File: src/rtl/fpu_sequencer_if.sv
// Request/response handshake bundle for the FPU control sequencer.
// master: requester side; slave: sequencer side (req/resp valid-ready, error).
interface fpu_sequencer_if #(
  parameter int command_size = 2
);
  logic                  req_valid;
  logic                  req_ready;
  logic [command_size:0] req_command;
  logic                  resp_valid;
  logic                  resp_ready;
  logic                  error;

  modport master (
    output req_valid, req_command, resp_ready,
    input  req_ready, resp_valid, error
  );

  modport slave (
    input  req_valid, req_command, resp_ready,
    output req_ready, resp_valid, error
  );
endinterface

File: src/rtl/fpu_sequencer.sv
// FPU control sequencer: unpack, align, op, normalize, pack stage stepping.
// Ports: clk, rst_n, bus (req/resp handshake), align_done, norm_done, stage/stage_en/op_last/busy.
module fpu_sequencer #(
  parameter int bitness      = 64,
  parameter int command_size = 2,
  parameter int mul_cycles   = 4,
  parameter int div_cycles   = 53,
  parameter int mant_bits    = 53
) (
  input  logic                 clk,
  input  logic                 rst_n,
  fpu_sequencer_if.slave       bus,
  input  logic                 align_done,
  input  logic                 norm_done,
  output logic [3:0]           stage,
  output logic                 stage_en,
  output logic                 op_last,
  output logic                 busy
);

  // Shifting past the operand width cannot change anything further.
  localparam int LIM  = (mant_bits + 2 < bitness + 1) ?
                        mant_bits + 2 : bitness + 1;
  localparam int M0   = (div_cycles > mul_cycles) ?
                        div_cycles : mul_cycles;
  localparam int MAXC = (M0 > mant_bits + 2) ? M0 : mant_bits + 2;
  localparam int CW   = $clog2(MAXC + 1);

  typedef enum logic [2:0] {
    S_IDLE, S_UNPACK, S_ALIGN, S_OP, S_NORM, S_PACK, S_DONE
  } state_t;

  state_t          state, nxt;
  logic [CW-1:0]   cnt;
  logic [CW-1:0]   op_max;
  logic [1:0]      op;
  logic            err, err_n;
  logic            rdy;
  logic            accept;
  logic            legal;
  logic [3:0]      op_code;

  assign accept = (state == S_IDLE) && bus.req_valid && rdy;
  assign legal  = int'(bus.req_command) < 4;

  assign bus.req_ready = rdy;
  assign bus.error     = err;

  always_ff @(posedge clk or negedge rst_n) begin
    if (!rst_n) begin
      state <= S_IDLE;
      cnt   <= '0;
      op    <= '0;
      err   <= 1'b0;
      rdy   <= 1'b0;
    end else begin
      state <= nxt;
      cnt   <= (nxt != state) ? '0 : cnt + 1'b1;
      if (accept) op <= bus.req_command[1:0];
      err   <= err_n;
      rdy   <= (nxt == S_IDLE);
    end
  end

  always_comb begin
    op_max  = '0;
    op_code = 4'b0100;
    unique case (op)
      2'd0: op_code = 4'b0100;
      2'd1: op_code = 4'b0101;
      2'd2: begin
        op_code = 4'b0110;
        op_max  = CW'(mul_cycles - 1);
      end
      2'd3: begin
        op_code = 4'b1000;
        op_max  = CW'(div_cycles - 1);
      end
      default: op_code = 4'b0100;
    endcase
  end

  always_comb begin
    nxt            = state;
    err_n          = err;
    stage          = 4'b1111;
    stage_en       = 1'b0;
    op_last        = 1'b0;
    busy           = 1'b1;
    bus.resp_valid = 1'b0;
    unique case (state)
      S_IDLE: begin
        busy = 1'b0;
        if (accept) begin
          err_n = !legal;
          nxt   = legal ? S_UNPACK : S_DONE;
        end
      end
      S_UNPACK: begin
        stage    = 4'b0000;
        stage_en = 1'b1;
        nxt      = op[1] ? S_OP : S_ALIGN;
      end
      S_ALIGN: begin
        stage    = 4'b0010;
        stage_en = 1'b1;
        if (align_done || cnt == CW'(LIM - 1)) nxt = S_OP;
      end
      S_OP: begin
        stage    = op_code;
        stage_en = 1'b1;
        if (cnt == op_max) begin
          op_last = 1'b1;
          nxt     = S_NORM;
        end
      end
      S_NORM: begin
        stage    = 4'b0011;
        stage_en = 1'b1;
        if (norm_done) begin
          nxt = S_PACK;
        end else if (cnt == CW'(LIM - 1)) begin
          err_n = 1'b1;
          nxt   = S_PACK;
        end
      end
      S_PACK: begin
        stage    = 4'b0001;
        stage_en = 1'b1;
        nxt      = S_DONE;
      end
      S_DONE: begin
        bus.resp_valid = 1'b1;
        if (bus.resp_ready) nxt = S_IDLE;
      end
      default: nxt = S_IDLE;
    endcase
  end

endmodule

File: src/flat_wrapper.sv
// flat-port wrapper written by rule: the top's interface ports become plain ports
module fpu_sequencer_flat 
#(
  parameter int bitness      = 64,
  parameter int command_size = 2,
  parameter int mul_cycles   = 4,
  parameter int div_cycles   = 53,
  parameter int mant_bits    = 53
)
  (clk, rst_n, align_done, norm_done, stage, stage_en, op_last, busy, bus_req_valid, bus_req_command, bus_resp_ready, bus_req_ready, bus_resp_valid, bus_error);
  fpu_sequencer_if #(.command_size(command_size)) bus_i ();
  input  logic clk;
  input  logic rst_n;
  input  logic align_done;
  input  logic norm_done;
  output logic [3:0] stage;
  output logic stage_en;
  output logic op_last;
  output logic busy;
  input wire logic [$bits(bus_i.req_valid)-1:0] bus_req_valid;
  input wire logic [$bits(bus_i.req_command)-1:0] bus_req_command;
  input wire logic [$bits(bus_i.resp_ready)-1:0] bus_resp_ready;
  output wire logic [$bits(bus_i.req_ready)-1:0] bus_req_ready;
  output wire logic [$bits(bus_i.resp_valid)-1:0] bus_resp_valid;
  output wire logic [$bits(bus_i.error)-1:0] bus_error;
  assign bus_i.req_valid = bus_req_valid;
  assign bus_i.req_command = bus_req_command;
  assign bus_i.resp_ready = bus_resp_ready;
  assign bus_req_ready = bus_i.req_ready;
  assign bus_resp_valid = bus_i.resp_valid;
  assign bus_error = bus_i.error;
  fpu_sequencer #(.bitness(bitness), .command_size(command_size), .mul_cycles(mul_cycles), .div_cycles(div_cycles), .mant_bits(mant_bits)) u_core (.clk(clk), .rst_n(rst_n), .bus(bus_i), .align_done(align_done), .norm_done(norm_done), .stage(stage), .stage_en(stage_en), .op_last(op_last), .busy(busy));
endmodule
File: config.mk
export PLATFORM = sky130hd
export DESIGN_NAME = fpu_sequencer_flat
export DESIGN_NICKNAME = d
export VERILOG_FILES = /design/src/rtl/fpu_sequencer_if.sv /design/src/rtl/fpu_sequencer.sv /design/src/flat_wrapper.sv
export SDC_FILE = /design/constraint.sdc
export NUM_CORES = 1
export LEC_CHECK = 0
export BUFFER_PORTS_ARGS = -buffer_cell sky130_fd_sc_hd__buf_2
export CAP_MARGIN = 20
export CORE_MARGIN = 3
export CORE_UTILIZATION = 53
export DETAILED_ROUTE_END_ITERATION = 16
export PLACE_DENSITY = 0.77
export SKIP_CTS_REPAIR_TIMING = 1
export SYNTH_ARGS = -nofsm -noshare
export SYNTH_HDL_FRONTEND = slang
export SYNTH_SLANG_ARGS = --single-unit
export TNS_END_PERCENT = 50
File: constraint.sdc
create_clock -name clk -period 2 [get_ports clk]
set_clock_uncertainty 0.15 [all_clocks]
set_input_delay 0.3 -clock clk [delete_from_list [all_inputs] [get_ports clk]]
set_output_delay 0.3 -clock clk [all_outputs]
set_load 0.02 [all_outputs]
## After elaboration in Yosys (flattened, before gate mapping)

Index checks and enable logic that the tools add are counted.

- Register bits: 13
- Output and inout bits: 10
- Input port bits: 9
- Word-level logic and storage cells: 54

- Mux-type cells: 22
- $add $sub $neg: 1
- Reductions and logical operators: 10
- Order comparisons: 1
- Equal/unequal tests: 15

Operator list:

| operator | count |
|---|---|
| 2-to-1 mux 3 bit | 7 |
| one-hot mux 3 bit (7 select lines) | 1 |
| one-hot mux 4 bit (5 select lines) | 1 |
| one-hot mux 4 bit (4 select lines) | 1 |
| one-hot mux 6 bit (2 select lines) | 1 |
| == test 3 bit (second input constant) | 3 |
| 2-to-1 mux 1 bit | 9 |
| adder 6 x 1 -> 6 bit (second input constant) | 1 |
| == test 3 x 2 -> 1 bit (second input constant) | 2 |
| == test 6 bit | 1 |
| == test 6 bit (second input constant) | 1 |
| logical NOT 3 bit | 2 |
| 2-to-1 mux 6 bit | 1 |
| OR reduction 5 bit | 1 |
| == test 2 bit (second input constant) | 2 |
| inequality test 2 x 1 -> 1 bit (second input constant) | 2 |
| AND reduction 4 bit | 1 |
| == test 3 x 1 -> 1 bit (second input constant) | 1 |
| < comparator 3 bit (second input constant) | 1 |
| inequality test 3 bit | 1 |
| == test 2 x 1 -> 1 bit (second input constant) | 1 |
| logical AND 1 bit | 2 |
| logical NOT 2 bit | 1 |
| inequality test 2 bit (second input constant) | 1 |
| other kinds (4) | 4 |

## Longest topological paths before layout

- Word-level depth: 7
- Gate-level depth with buffers: 6

## Least setup slack after synthesis

Ideal clock, no wire load.

- Kind: flip-flop to output port
- Start point: reg u_core.state[1]
- End point: out stage[1]
- Arrival time: 1.595 ns
- Stages on the path, launching flop included: 6
- Path slack: -0.045 ns
- Cells stage by stage: dfrtp_1 > buf_2 > inv_1 > ha_1 > maj3_1 > o22a_1

- Cells in the longest elaborated chain, start to end: 2

RTL lines:

| item | line | RTL |
|---|---|---|
| start, declared | fpu_sequencer.sv:33 | `state_t state, nxt;` |
| start signal, assigned | fpu_sequencer.sv:57 | `state <= nxt;` |
| == test 3 bit (tied with other cells) | fpu_sequencer.sv:91 | `unique case (state)` |
| one-hot mux 4 bit (5 select lines) * | fpu_sequencer.sv:91 |  |
| end, declared | flat_wrapper.sv:16 | `output logic [3:0] stage;` |

Every way passes the cells marked *; elsewhere a longest branch is shown, timed or not.

## Worst setup path after layout

- Start point: reg u_core.state[2]
- End point: out stage[1]

Same word-level chain as after synthesis.

==> summary.md <==
| Metric | Value |
|---|---|
| Outcome | finished, violations left |
| Failing checks | setup timing |
| Worst Setup End Kind | output pin |
| DR pass1 iterations | 4 |
| WL per Instance | 15.7 um |
| Yosys warning count | 0 |
| Final period util | 102% |
| Fin. Hold Viols | 0 |
| First-pass GRT wire length | 3170 um |
| GRT overflow | 0 |
| Multi-input gate area | 609 um2 |
| RSZ-0062 raised after global routing | yes |
| Clock sink count | 13 |
| Leak | 0.549 nW |
| Slowest CP cell | dfrtp_2 |
| PortBufs | 18 |
| Setup ws final | -0.0461 ns |
| Antenna-violating nets left | 0 |
| Largest net degree at the start of global routing | 16 |
| Share of layout cells above drive strength 1 | 39.8% |
| RR Startpoint | u_core.state[2] |
| Die H | 47.9 um |
| Syn Nets | 114 |
| Longest Clk Path Bufs | 2 |
| Final Max Slew Viols | 0 |
| Fin crit period | 2.05 ns |
| Register area | 329 um2 |
| CTS tree | done |
| Bufs and invs on worst path | 1 |
| Max VDD drop | 1090 uV |
| Final #Nets | 147 |
| R2R setup slack | 0.07 ns |
| Dpl hpwl | 1540 um |
| Max Cap Viol | 0 |
| Multiplexer area fraction after synthesis | 3.76% |
| Adder-cell area share of the yosys netlist | 6.44% |
| Prevailing post-synth register cell | dfrtp_1 |
| Routing usage on met1 | 26.2% |
| Slew headroom | 71.5% |
| Clock Latency Late Sink | 0.28 ns |
| Worst Path Required | 1.55 ns |
| Compound-Gate Fraction of Synth Area | 20.9% |
| Number of synthesized flops with an enable pin | 0 |
| Most Crowded Layer GR | met2 |
| Die width | 47.9 um |
| Post-synthesis sequential area ratio | 34.9% |
| Syn Area/Cell | 9.23 um2 |
| IO Pins | 19 |
| # setup viols final | 1 |
| Post-Syn Area | 932 um2 |
| Worst hold path depth | 2 |
| Peak Freq | 0.489 GHz |
| Setup TNS | -0.0461 ns |
| Area delta synth->final | 31.5% |
| Post-synth ARST share | 100% |
| Slew @ Worst Pin | 0.427 ns |
| Starting DRT DRC Count | 19 |
| Residual DRC | 0 |
| R2r worst-path depth | 6 |
| Worst r2r dst | u_core.cnt[3] |
| Dpl ws | 0.105 ns |
| GR Util All Layers | 20.1% |
| Vias in the first global route | 720 |
| Number of CTS-inserted buffers | 3 |
| CP Class | reg2out |
| Worst setup SP type | flip-flop |
| CTS root buf | clkbuf_4 |
| Final WL | 2350 um |
| FF+latch count, synth | 13 |
| Largest stage delay, worst path | 0.45 ns |
| Met3 GRT Util | 2.26% |
| CP top delay family | adder cells |
| Routed vias/inst | 6.01 |
| Initial antenna violation count | 0 |
| Area of the core | 1580 um2 |
| Post-Synth XOR/XNOR Area | 4.70% |
| Global placer's final weighted congestion | 0.869 |
| Main combinational cell family by area after synthesis | simple AND/OR/NAND/NOR gates |
| Crit path cell chain | ha_4, maj3_2, o22a_2, buf_6 |
| Rows | 14 |
| Filler Cell Count | 116 |
| Min Hold Slack | 0.0984 ns |
| Unique masters post-synth | 37 |
| CTS clock-pin slew for the worst setup and hold paths | 0.08 ns |
| Final Util | 77.8% |
| ANT cells | 0 |
| Critical Path AT | 1.60 ns |
| Total power | 0.00208 W |
| Worst-path maximum fanout | 3 |
| Hold path start | bus_req_command[0] |
| Tightest Hold Check Type | in2reg |
| Met2 Resource Use GR | 33.8% |
| Number of H-tree levels | 1 |
| Synth Area in Simple Gates | 25.2% |
| Syn Inst Count | 101 |
| Min-Delay Endpoint | u_core.op[0] |
| Die area | 2300 um2 |
| Initial Utilization | 59.1% |
| Pwr Density | 1690 nW/um2 |
| Routed vias | 895 |
## layer usage
layer	share of wire (%)	vias up
met2	50	33
met5	0	-
met1	43	418
met4	2.2	0
li1	-	437
met3	4.9	7
## sequential cells by signal, summed over array words and instances, names as in the netlist
signal and cells:
u_core.cnt 6, u_core.bus.req_ready 1, u_core.state 3, u_core.bus.error 1, u_core.op 2
## power by group
group	total, W	leakage [nW]	switching, W	internal (W)
clock	0.000166	0.0177	0.0000913	0.0000743
sequential	0.000467	0.163	0.000108	0.000359
combinational	0.00144	0.368	0.000799	0.000645
total	0.00208	0.549	0.000999	0.00108
## cell families after synthesis
group / Yosys count
simple gates: 42
compound gates: 24
flops: 13
buf+inv: 9
xor+xnor: 5
fa+ha+maj: 5
mux: 3
## worst max path at each step
stage                                from        to  depth (start not counted)
after floorplan           u_core.state[1]  stage[1]                          5
after global placement    u_core.state[1]  stage[1]                          5
after CTS                 u_core.state[1]  stage[1]                          5
final                     u_core.state[2]  stage[1]                          4
after global routing        u_core.cnt[2]   op_last                          4
after detailed placement  u_core.state[1]  stage[1]                          5
## cells in the mapped netlist (2+ instances only)
library cell / instances / area, um2
nor2_1: 10 / 37.5
ha_1: 4 / 50.1
nand4_1: 2 / 12.5
and2_1: 4 / 25.0
a22oi_1: 2 / 15.0
a21oi_1: 2 / 10.0
nand3_1: 4 / 20.0
nand2b_1: 4 / 25.0
nor3_1: 2 / 10.0
buf_2: 3 / 15.0
nor4bb_1: 2 / 20.0
a211oi_1: 6 / 45.0
dfrtp_1: 13 / 325
nand2_1: 7 / 26.3
inv_1: 6 / 22.5
a31oi_1: 2 / 12.5
o21ai_0: 4 / 20.0
o21bai_1: 2 / 15.0
xor2_1: 4 / 35.0
## layout make-up
class | instances | share of cell area (%)
clock buffers | 3 | 1.84
clock inverters | 1 | 0.408
inverters | 6 | 1.84
multi-input cells | 79 | 49.7
flip-flops and latches | 13 | 26.8
well taps | 16 | 1.63
repair buffers | 31 | 17.8
## layout by cell type, fill, tap and decap left out, drive strengths merged, types with 3 or more instances in the layout
cell type / n
nand2: 7
a31oi: 3
nand3: 4
nor2: 10
a211oi: 7
xor2: 4
buf: 30
o21ai: 4
inv: 6
nand2b: 4
and2: 4
ha: 4
dfrtp: 13
clkbuf: 3
## stage by stage
| step | area, um2 | cells |
|---|---|---|
| 6_report | 1230 | 149 |
| 5_1_grt | 1230 | 149 |
| 4_1_cts | 1070 | 138 |
| 3_5_place_dp | 1040 | 134 |
| 3_3_place_gp | 1040 | 134 |
| 2_1_floorplan | 936 | 101 |
Power figures use the tool's default switching activity.
